===== src/rtl/lsu_bus_ctrl.sv =====
// lsu_bus_ctrl: sequences one execute-stage load/store at a time onto the shared
// system bus, stalling the pipeline while the bus cycle is in flight, steering
// byte/half lanes and returning extended load data as a register write.
module lsu_bus_ctrl #(
  parameter int unsigned TIMEOUT_CYCLES = 64
) (
  input  logic        clk_i,
  input  logic        rst_n_i,
  input  logic [3:0]  mem_op_i,
  input  logic [31:0] mem_addr_i,
  input  logic [31:0] mem_data_i,
  input  logic        mem_we_i,
  input  logic [4:0]  rd_addr_i,
  output logic        stall_o,
  output logic        reg_we_o,
  output logic [4:0]  reg_waddr_o,
  output logic [31:0] reg_wdata_o,
  output logic        misalign_o,
  output logic        bus_err_o,
  output logic        bus_req_o,
  input  logic        bus_gnt_i,
  output logic [31:0] bus_addr_o,
  output logic [31:0] bus_wdata_o,
  output logic        bus_we_o,
  output logic [3:0]  bus_sel_o,
  input  logic        bus_ack_i,
  input  logic [31:0] bus_rdata_i
);

  localparam int unsigned CNT_W = (TIMEOUT_CYCLES < 2) ? 1 : $clog2(TIMEOUT_CYCLES + 1);

  localparam logic [3:0] OP_NOP = 4'd0;
  localparam logic [3:0] OP_LB  = 4'd1;
  localparam logic [3:0] OP_LH  = 4'd2;
  localparam logic [3:0] OP_LW  = 4'd3;
  localparam logic [3:0] OP_LBU = 4'd4;
  localparam logic [3:0] OP_LHU = 4'd5;
  localparam logic [3:0] OP_SB  = 4'd6;
  localparam logic [3:0] OP_SH  = 4'd7;
  localparam logic [3:0] OP_SW  = 4'd8;

  typedef enum logic [1:0] {
    ST_IDLE = 2'd0,
    ST_REQ  = 2'd1,
    ST_WAIT = 2'd2,
    ST_DONE = 2'd3
  } state_e;

  state_e           state_q, state_d;
  logic [CNT_W-1:0] cnt_q;
  logic [3:0]       op_q;
  logic [31:0]      addr_q;
  logic [31:0]      data_q;
  logic [4:0]       rd_q;

  logic             reg_we_q;
  logic [4:0]       reg_waddr_q;
  logic [31:0]      reg_wdata_q;
  logic             misalign_q;
  logic             bus_err_q;

  logic             op_valid;
  logic             op_misaligned;
  logic             accept;
  logic             busy;
  logic             timeout_hit;
  logic             done_ok;
  logic             done_err;
  logic             op_is_load;
  logic [1:0]       lane;
  logic [7:0]       rd_byte;
  logic [15:0]      rd_half;
  logic [31:0]      load_data;
  logic [3:0]       sel;
  logic [31:0]      wdata;
  logic             we;

  // Direction is fully encoded by the op code; mem_we_i carries no extra information.
  logic unused_mem_we;
  assign unused_mem_we = mem_we_i;

  // Classify the incoming op: recognised, and whether its address breaks natural alignment.
  always_comb begin
    op_valid      = 1'b0;
    op_misaligned = 1'b0;
    case (mem_op_i)
      OP_LB, OP_LBU, OP_SB: op_valid = 1'b1;
      OP_LH, OP_LHU, OP_SH: begin
        op_valid      = 1'b1;
        op_misaligned = mem_addr_i[0];
      end
      OP_LW, OP_SW: begin
        op_valid      = 1'b1;
        op_misaligned = |mem_addr_i[1:0];
      end
      default: ;
    endcase
  end

  assign accept      = (state_q == ST_IDLE) && op_valid && !op_misaligned;
  assign busy        = (state_q == ST_REQ) || (state_q == ST_WAIT);
  assign timeout_hit = (TIMEOUT_CYCLES != 0) && (cnt_q == CNT_W'(TIMEOUT_CYCLES - 32'd1));
  assign lane        = addr_q[1:0];
  assign op_is_load  = (op_q == OP_LB) || (op_q == OP_LH) || (op_q == OP_LW) ||
                       (op_q == OP_LBU) || (op_q == OP_LHU);

  // Next state; an ack in the last allowed cycle still completes normally.
  always_comb begin
    state_d  = state_q;
    done_ok  = 1'b0;
    done_err = 1'b0;
    case (state_q)
      ST_IDLE: if (accept) state_d = ST_REQ;
      ST_REQ: begin
        if (bus_gnt_i && bus_ack_i) begin
          state_d = ST_DONE;
          done_ok = 1'b1;
        end else if (timeout_hit) begin
          state_d  = ST_DONE;
          done_err = 1'b1;
        end else if (bus_gnt_i) begin
          state_d = ST_WAIT;
        end
      end
      ST_WAIT: begin
        if (bus_ack_i) begin
          state_d = ST_DONE;
          done_ok = 1'b1;
        end else if (timeout_hit) begin
          state_d  = ST_DONE;
          done_err = 1'b1;
        end
      end
      ST_DONE: state_d = ST_IDLE;
      default: state_d = ST_IDLE;
    endcase
  end

  // Store lane steering from the latched op; loads always read the full word.
  always_comb begin
    sel   = 4'hF;
    wdata = 32'd0;
    we    = 1'b0;
    case (op_q)
      OP_SB: begin
        sel   = 4'b0001 << lane;
        wdata = {4{data_q[7:0]}};
        we    = 1'b1;
      end
      OP_SH: begin
        sel   = 4'b0011 << {lane[1], 1'b0};
        wdata = {2{data_q[15:0]}};
        we    = 1'b1;
      end
      OP_SW: begin
        wdata = data_q;
        we    = 1'b1;
      end
      default: ;
    endcase
  end

  // Pick the addressed byte/half out of the returned word and extend it.
  always_comb begin
    rd_byte   = bus_rdata_i[{lane, 3'b000} +: 8];
    rd_half   = bus_rdata_i[{lane[1], 4'b0000} +: 16];
    load_data = 32'd0;
    case (op_q)
      OP_LB:   load_data = {{24{rd_byte[7]}}, rd_byte};
      OP_LBU:  load_data = {24'd0, rd_byte};
      OP_LH:   load_data = {{16{rd_half[15]}}, rd_half};
      OP_LHU:  load_data = {16'd0, rd_half};
      OP_LW:   load_data = bus_rdata_i;
      default: load_data = 32'd0;
    endcase
  end

  // State register, request latch and REQ/WAIT cycle counter.
  always_ff @(posedge clk_i) begin
    if (!rst_n_i) begin
      state_q <= ST_IDLE;
      cnt_q   <= '0;
      op_q    <= OP_NOP;
      addr_q  <= 32'd0;
      data_q  <= 32'd0;
      rd_q    <= 5'd0;
    end else begin
      state_q <= state_d;
      if (accept) begin
        op_q   <= mem_op_i;
        addr_q <= mem_addr_i;
        data_q <= mem_data_i;
        rd_q   <= rd_addr_i;
        cnt_q  <= '0;
      end else if (busy) begin
        cnt_q <= cnt_q + CNT_W'(1);
      end
    end
  end

  // Registered one-cycle writeback, misalign and timeout pulses.
  always_ff @(posedge clk_i) begin
    if (!rst_n_i) begin
      reg_we_q    <= 1'b0;
      reg_waddr_q <= 5'd0;
      reg_wdata_q <= 32'd0;
      misalign_q  <= 1'b0;
      bus_err_q   <= 1'b0;
    end else begin
      reg_we_q   <= done_ok && op_is_load;
      misalign_q <= (state_q == ST_IDLE) && op_valid && op_misaligned;
      bus_err_q  <= done_err;
      if (done_ok && op_is_load) begin
        reg_waddr_q <= rd_q;
        reg_wdata_q <= load_data;
      end
    end
  end

  assign stall_o     = accept || busy;
  assign reg_we_o    = reg_we_q;
  assign reg_waddr_o = reg_waddr_q;
  assign reg_wdata_o = reg_wdata_q;
  assign misalign_o  = misalign_q;
  assign bus_err_o   = bus_err_q;
  assign bus_req_o   = busy;
  assign bus_addr_o  = busy ? {addr_q[31:2], 2'b00} : 32'd0;
  assign bus_wdata_o = busy ? wdata : 32'd0;
  assign bus_we_o    = busy && we;
  assign bus_sel_o   = busy ? sel : 4'd0;

endmodule


===== config.mk =====
export PLATFORM = sky130hd
export DESIGN_NAME = lsu_bus_ctrl
export DESIGN_NICKNAME = d
export VERILOG_FILES = /design/src/rtl/lsu_bus_ctrl.sv
export SDC_FILE = /design/constraint.sdc
export NUM_CORES = 1
export LEC_CHECK = 0
export BUFFER_PORTS_ARGS = -buffer_cell sky130_fd_sc_hd__buf_2
export CORE_ASPECT_RATIO = 0.9
export CORE_MARGIN = 2
export CORE_UTILIZATION = 51
export CTS_CLUSTER_DIAMETER = 120
export DETAILED_ROUTE_END_ITERATION = 8
export PLACE_DENSITY = 0.83
export SYNTH_ARGS = -nofsm -noshare
export SYNTH_HDL_FRONTEND = slang
export SYNTH_SLANG_ARGS = --single-unit

===== constraint.sdc =====
create_clock -name clk_i -period 6.3 [get_ports clk_i]
set_input_delay 0.315 -clock clk_i [delete_from_list [all_inputs] [get_ports clk_i]]
set_output_delay 0.315 -clock clk_i [all_outputs]
set_load 0.02 [all_outputs]

# == Yosys cells after proc, flatten, opt, wreduce, memory -nomap -nowiden ==
# Index checks and enable logic that the tools add are counted.
# op_classes
add_sub_neg,1
eq_ne,23
n_shift,4
mux,23
n_bitwise,1
reduce_logical,21
# ops
operator,n
$pmux 32 s5,1
$pmux 32 s3,1
$mux 32,2
$eq 4x3->1 const B,8
$shiftx 32x6->16,1
$shiftx 32x6->8,1
$eq 4x2->1 const B,4
$mux 2,6
$eq 4x1->1 const B,2
$eq 4x4->1 const B,2
$pmux 2 s4,1
$pmux 4 s2,1
$reduce_or 8->1,1
$add 7x1->7 const B,1
$eq 7x6->1 const B,1
$mux 1,7
$logic_and 1x1->1,6
$logic_or 1x1->1,6
$pmux 1 s2,3
$reduce_or 2->1,3
$reduce_or 3->1,2
$eq 2x2->1 const B,2
$mux 4,1
$ne 4x3->1 const B,1
other kinds (9),9
# totals
reg_bits,122
inputBits,110
elab_cells,84

# == Logic depth before layout (Yosys ltp) ==
# Gate-level depths: netlist of run 1.
# depth
word_depth,7
ltp_mapped,9
mapped_depth_nobuf,7

# == Worst setup path before layout of run 1 ==
# OpenSTA, ideal clock, no wires.
# synth_timing
path_kind,flip-flop to output port
from,reg state_q[0]
to,out bus_wdata_o[24]
arrival_ps,2265
required_time_ps,5985
setup_slack_ps,3720
path_stages_with_launch,8
n_path_buf,2
cell_sequence,dfxtp_1 -> inv_1 -> ha_1 -> clkbuf_1 -> nor3b_2 -> nor2_1 -> clkbuf_1 -> a31oi_1
# synth_between
elab_chain_cells,3
word_cells_on_any_way,4
cone_classes,eq/ne (2); mux (1); reduce/logical (1)
# synth_lines
item,line_no,source
from (decl),49,"state_e state_q, state_d;"
from (signal assigned),188,state_q <= state_d;
$eq 2x1->1 or $eq 2x2->1 (tied branches),101,assign busy = (state_q == ST_REQ) || (state_q == ST_WAIT);
$logic_or 1x1->1 (*),101,
net bus_req_o,20,"output logic bus_req_o,"
$mux 32 (*),228,assign bus_wdata_o = busy ? wdata : 32'd0;
to (decl),23,"output logic [31:0] bus_wdata_o,"
# The timed path passes the listed nets; every way through them passes the cells marked *.

# == Worst setup path in the final report of run 1 ==
# layout_timing
from,reg state_q[0]
to,out bus_wdata_o[27]
# layout_between
elab_chain_cells,3
word_cells_on_any_way,4
cone_classes,eq/ne (2); mux (1); reduce/logical (1)
# layout_lines
item,line_no
$eq 2x1->1 or $eq 2x2->1 (tied branches),101
$logic_or 1x1->1 (*),101
$mux 32 (*),228
# Every way passes the cells marked *; elsewhere a longest branch is shown, timed or not.

==> results of run 1 <==
## metal layers
metal | up-vias | track usage | part of all wire
li1 | 2867 | - | -
met1 | 2706 | 0.3279 | 0.44
met2 | 221 | 0.3964 | 0.46
met3 | 29 | 0.08101 | 0.077
met4 | 0 | 0.1024 | 0.023
met5 | - | 0 | 0
## registers in the layout (all words and copies together), names as in the netlist
signal / cells
addr_q: 32
bus_err_o: 1
cnt_q: 7
data_q: 32
misalign_o: 1
op_q: 4
rd_q: 5
reg_waddr_o: 5
reg_wdata_o: 32
reg_we_o: 1
state_q: 2
## stage by stage
stage / power [mW] / hold WS [ns]
2_1_floorplan: 1.483 / 0.4257
4_1_cts: 2.598 / 0.1261
6_report: 2.585 / 0.1407
3_3_place_gp: 1.653 / 0.4368
3_5_place_dp: 1.667 / 0.4407
5_1_grt: 2.729 / 0.1381
## synthesized netlist by cell type, types with 2 or more instances
library cell and n:
nor3_1 4, o21ai_0 39, nand2b_1 5, or2_2 2, a21boi_0 10, and3_1 3
buf_1 2, buf_6 10, a21boi_1 71, nor2b_1 9, and4b_1 2, clkbuf_1 28
o211a_1 8, nand4_1 3, xor2_1 4, buf_4 5, and2_1 34, a22oi_1 2
mux2_2 8, ha_1 4, nand2_1 197, a221oi_1 14, inv_1 6, mux2i_1 11
dfxtp_1 122, xnor2_1 3, a22o_1 8, nand3b_1 3, buf_2 12, nor2_1 41
a31oi_1 9, a21oi_1 32
## kinds of logic after synthesis
| group | share of synthesized area |
|---|---|
| other | 0.0006339 |
| xor gates and xnor gates | 0.01036 |
| adders and majority gates | 0.008461 |
| buffers and inverters | 0.05838 |
| AOI/OAI and AO/OA | 0.2329 |
| DFF | 0.4129 |
| and+or+nand+nor | 0.2388 |
| muxes | 0.03765 |
## report_power, final
| group | total [mW] | switching (mW) | internal [mW] |
|---|---|---|---|
| combinational | 0.716 | 0.466 | 0.250 |
| clock | 0.929 | 0.324 | 0.605 |
| sequential | 0.940 | 0.0715 | 0.868 |
| total | 2.59 | 0.862 | 1.72 |
## area by class of cell
class	instances	area, um^2	share of cell area
clock inverters	8	95.09	0.01263
well taps	156	195.2	0.02593
flip-flops and latches	122	2442	0.3244
diodes	2	5.005	0.0006648
inverters	6	22.52	0.002992
repair buffers	226	1154	0.1532
multi-input cells	548	3141	0.4172
clock buffers	22	474.2	0.06299
## path summary, 6_finish.rpt
path              slack (ns)      startpoint         endpoint  depth (start not counted)
setup reg to reg        3.07      state_q[0]  reg_wdata_o[30]                          9
hold reg to reg         0.45       addr_q[7]        addr_q[7]                          2
setup / recovery        2.85      state_q[0]  bus_wdata_o[27]                          8
hold / removal          0.14  mem_addr_i[31]       addr_q[31]                          3
## worst register-to-register path, cell delays in order, from the launching register on
cell	delay (ns)
dfxtp_1	0.40
inv_1	0.09
ha_1	0.28
buf_4	0.36
nand3b_1	0.22
nor4_4	0.72
buf_4	0.38
nand3_2	0.33
a21oi_1	0.27
nor2_1	0.08
==> results.py, run 1 <==
metrics = {
    "flow_run": {
        "maxCapViolCount": 0,
    },
    "sta": {
        "relSlewSlack": 0.2667,
        "tightest_slew_ns": 1.100,
        "finalClockSkew_ns": 0.01346,
        "fmax_ghz": 0.2899,
        "setup_ws_ns": 2.851,
        "period_share": 0.5475,
        "setup-tns-final_ns": 0,
        "drv_slew": 0,
        "rsz0062_at_grt": "false",
        "fin_crit_ns": 3.449,
        "hold_viol": 0,
        "setup_viol": 0,
    },
    "global_route": {
        "grtUsageTotal": 0.2541,
        "grt_pass1_vias": 5336,
        "antenna_found_initial": 2,
        "grt_max_degree": 71,
        "overflow": 0,
        "grt_pass1_wl_mm": 25.72,
    },
    "clocking": {
        "cts_buffers": 17,
        "cts.sink_count": 122,
        "cts-root-buf": "clkbuf_16",
        "cts_tree": "yes",
        "cts-resized-gates": 0,
        "clock_latency_ns": 0.41,
        "htree_levels": 4,
        "holdBufCountCts": 0,
        "cts_max_path_buffers": 2,
        "path_clk_slew_ns": 0.05,
        "post-cts-setup-buffers": 0,
    },
    "placed_design": {
        "dp_slack_ns": 3.111,
        "hpwl_mm": 11.05,
        "dpl.cell_count": 1058,
        "port-buffer-count": 217,
        "place_area_um2": 6954,
        "place_congestion": 0.8826,
    },
    "routing": {
        "drt-vias-per-instance": 5.342,
        "vias": 5823,
        "firstDrtPassIters": 5,
        "finalWirelength_mm": 15.98,
        "route.detailed.drc": 0,
        "ant_nets": 0,
        "drt_iter0_drc": 511,
        "wire_per_inst_um": 14.66,
    },
    "finish": {
        "syn2layout_area_growth_pct": 27.26,
        "layout_common_cells": "buf_2 (217), nand2_1 (197), dfxtp_1 (122), a21boi_1 (71), nor2_1 (41)",
        "fillers": 993,
        "nNetsFinal": 1035,
        "drive_gt1_frac": 0.2940,
        "instances_no_fill": 1090,
        "fin_area_um2": 7528,
        "mostFrequentLayoutCell": "buf_2",
        "post-route-util": 0.6611,
    },
    "floorplan": {
        "initial_core_util": 0.5194,
        "die_y_um": 106.2,
        "core_um2": 11390,
        "dieArea_um2": 12480,
        "rows": 37,
        "die_w_um": 117.5,
        "ios": 221,
    },
    "power": {
        "ir_worst_vdd_mv": 0.2429,
        "leakage_nw": 3.463,
        "powerDensity_nw_per_um2": 343.4,
    },
    "yosys": {
        "synth.largest_area_cell": "dfxtp_1",
        "synth_top_area_frac": 0.4129,
        "synth_cells": 732,
        "synth_warnings": 0,
        "syn_avg_cell_area_um2": 8.082,
        "synth_edf_count": 0,
        "synthFlopType": "dfxtp_1",
        "ys_seq_elements": 122,
        "ys_async_sr_fraction": 0,
        "ys_seq_area_frac": 0.4129,
        "syn_area_um2": 5916,
        "synthTopCellsByArea": "dfxtp_1 (41%), nand2_1 (13%), a21boi_1 (9.0%)",
        "ys_types": 53,
    },
    "critical_path": {
        "arrival_ns": 3.13,
        "critical-path-top-delay-family": "buffers and inverters",
        "crit_top_cell": "buf_4",
        "end_kind": "output port",
        "path_cells": "inv_1, ha_1, buf_4, nor3b_2, nor2_1, buf_4, a31oi_1, buf_2",
        "crit_type": "flip-flop to output port",
        "cp_max_fo": 46,
        "crit_buf_inv": 4,
        "start_kind": "flip-flop",
        "cp.required_ns": 5.98,
        "max_stage_delay_ns": 0.68,
        "worst_path_max_delay_cell": "nor3b_2",
    },
    "outcome": {
        "outcome": "complete, no violations",
    },
    "min_path": {
        "min_path_type": "primary input to flip-flop",
    },
}
(Power assumes the default switching activity.)
==> run 2: changes to the inputs <==
Settings changed: ABC_AREA from default to 1, CORE_UTILIZATION 51 to 50, PLACE_DENSITY 0.83 to 0.82.
Clock period 6.3 ns to 3.49 ns, I/O delays scaled along.
==> run 2 against run 1 <==
Sequential share of layout area is 0.38 points lower. Routed wire length shrank 1.9%. Critical path depth up 3. Clock-buffer cell count stayed put. Clock power is 97% higher. Core utilization increased by 0.24 points. Synthesized cell count is 22% higher. Die area grew 1.6%. Global-route usage fell by 0.61 points. Hold slack lost 0.13 ns. Final cell count grew 15%. Sequential power increased by 93%. Critical endpoint is now reg_wdata_o[31].
==> results.py, run 2 <==
metrics = {
    "sta": {
        "tightest_slew_ns": 0.9163,
        "rsz0062_at_grt": "false",
        "fmax_ghz": 0.3985,
        "drv_slew": 0,
        "relSlewSlack": 0.3885,
        "period_share": 0.7191,
        "setup_viol": 0,
        "fin_crit_ns": 2.510,
        "hold_viol": 0,
        "finalClockSkew_ns": 0.01025,
        "setup-tns-final_ns": 0,
    },
    "yosys": {
        "synth.most_common_cell": "nor2_1",
        "ys_types": 34,
        "synthFlopType": "dfxtp_1",
        "synth.top_cells.by_count": "nor2_1 (174), nand2_1 (144), dfxtp_1 (122), inv_1 (113), o21ai_0 (99)",
        "ys_seq_area_frac": 0.4144,
        "syn_area_um2": 5893,
        "synthTopCellsByArea": "dfxtp_1 (41%), nor2_1 (11%), nand2_1 (9.2%)",
        "synth_top_area_frac": 0.4144,
        "synth_cells": 890,
        "syn_avg_cell_area_um2": 6.622,
        "synth_warnings": 0,
        "ys_async_sr_fraction": 0,
        "synth.largest_area_cell": "dfxtp_1",
        "ys_seq_elements": 122,
        "synth_edf_count": 0,
    },
    "placed_design": {
        "port-buffer-count": 217,
        "hpwl_mm": 11.02,
        "place_congestion": 0.8922,
    },
    "floorplan": {
        "die_w_um": 118.4,
        "initial_core_util": 0.5133,
        "core_um2": 11480,
        "rows": 37,
        "ios": 221,
        "die_y_um": 107.0,
        "dieArea_um2": 12670,
    },
    "power": {
        "ir_worst_vdd_mv": 0.4962,
        "swShare": 0.3514,
        "clkPwrFrac": 0.350,
        "leakage_nw": 4.074,
        "p_switching_mw": 1.833,
        "intPower_mw": 3.384,
        "seq_power_share": 0.346,
        "power_frac_comb": 0.303,
        "powerDensity_nw_per_um2": 685.0,
    },
    "global_route": {
        "antenna_found_initial": 2,
        "overflow": 0,
        "grt_pass1_vias": 5562,
        "grt_max_degree": 46,
        "grtUsageTotal": 0.2480,
        "grt_pass1_wl_mm": 25.62,
    },
    "outcome": {
        "outcome": "complete, no violations",
    },
    "finish": {
        "multi_input_area_um2": 2739,
        "regArea_um2": 2442,
        "syn2layout_area_growth_pct": 29.26,
        "layout_common_cells": "buf_2 (217), nor2_1 (174), nand2_1 (144), dfxtp_1 (122), inv_1 (113)",
        "fillers": 1067,
        "mostFrequentLayoutCell": "buf_2",
        "post-route-util": 0.6635,
        "drive_gt1_frac": 0.2628,
        "nNetsFinal": 1199,
    },
    "routing": {
        "firstDrtPassIters": 5,
        "route.detailed.drc": 0,
        "vias": 6150,
        "finalWirelength_mm": 15.67,
        "ant_nets": 0,
        "drt_iter0_drc": 403,
        "drt-vias-per-instance": 4.908,
        "wire_per_inst_um": 12.51,
    },
    "min_path": {
        "min_path_type": "primary input to flip-flop",
    },
    "clocking": {
        "path_clk_slew_ns": 0.05,
        "cts-resized-gates": 0,
        "cts_max_path_buffers": 2,
        "cts_buffers": 17,
        "post-cts-setup-buffers": 0,
        "cts-root-buf": "clkbuf_16",
        "cts.sink_count": 122,
        "htree_levels": 4,
        "clock_latency_ns": 0.40,
        "cts_tree": "yes",
        "holdBufCountCts": 0,
    },
    "critical_path": {
        "cp_max_fo": 17,
        "start_kind": "flip-flop",
        "cp.required_ns": 3.79,
        "arrival_ns": 2.81,
        "end_kind": "flip-flop",
        "crit_type": "flip-flop to flip-flop",
    },
    "flow_run": {
        "maxCapViolCount": 0,
    },
}
## run 2: cell types whose count changed in the layout (fill, tap and decap cells not counted), sizes merged, moves of 35 or more
cell,before,now
nor2,41,182
a21boi,81,0
o21ai,39,140
and2,35,0
inv,6,130
nand2,197,148
## run 2: power groups by stage
stage / combinational, mW / sequential (mW) / clock (mW)
global route: 1.79 / 1.84 / 1.92
finish: 1.58 / 1.81 / 1.83
floorplan: 1.16 / 1.81 / 0
CTS: 1.59 / 1.81 / 1.86
detailed placement: 1.58 / 1.83 / 0
global placement: 1.56 / 1.82 / 0
## run 2: final cells by class
class | count | share of cell area
Clock inverter | 8 | 0.01873
Tap cell | 156 | 0.02562
Sequential cell | 122 | 0.3206
Multi-Input combinational cell | 591 | 0.3596
Inverter | 130 | 0.06439
Antenna cell | 1 | 0.0003285
Clock buffer | 22 | 0.06225
Timing Repair Buffer | 223 | 0.1485
## run 2: cell families (layout without fill, tap and decap cells)
group / count (synthesis) / after routing / share of synthesized area
simple gates: 361 / 361 / 0.2490
compound gates: 218 / 218 / 0.1958
buf+inv: 178 / 383 / 0.1227
flops: 122 / 122 / 0.4144
xor+xnor: 6 / 6 / 0.008917
fa+ha+maj: 4 / 4 / 0.008493
other cells: 1 / 3 / 0.0006363
## run 2: worst max-delay path, cell delays in order, from the launching register on
cell     delay, ns
dfxtp_1       0.38
inv_1         0.10
ha_1          0.31
inv_2         0.10
nor3_2        0.21
nand2_2       0.24
inv_2         0.34
nand2_2       0.13
nor2_4        0.34
o21ai_0       0.15
nand2_1       0.08
inv_1         0.03
## run 2: per-layer routing
metal / GRT usage / share of wire
met1: 0.3014 / 0.44
met2: 0.4108 / 0.47
met3: 0.07819 / 0.070
met4: 0.09864 / 0.021
met5: 0 / 0
## run 2: worst paths after layout
| path | start | to | slack, ns | cells past startpoint |
|---|---|---|---|---|
| max | state_q[0] | reg_wdata_o[31] | 0.98 | 11 |
| min | mem_addr_i[13] | addr_q[13] | 0.01 | 3 |
| max reg2reg | state_q[0] | reg_wdata_o[31] | 0.98 | 11 |
| min reg2reg | data_q[27] | data_q[27] | 0.45 | 2 |
## run 2: metrics by stage
| stage | cell area [um^2] | worst slack, ns | instances | hold slack [ns] | total power [mW] |
|---|---|---|---|---|---|
| 2_1_floorplan | 5897 | 1.462 | 891 | 0.3220 | 2.971 |
| 3_3_place_gp | 6998 | 1.011 | 1222 | 0.4093 | 3.383 |
| 3_5_place_dp | 6998 | 0.9795 | 1222 | 0.4204 | 3.412 |
| 4_1_cts | 7615 | 0.9713 | 1252 | 0.001720 | 5.254 |
| 5_1_grt | 7615 | 0.7565 | 1252 | 0.01683 | 5.550 |
| 6_report | 7617 | 0.9804 | 1253 | 0.01319 | 5.218 |
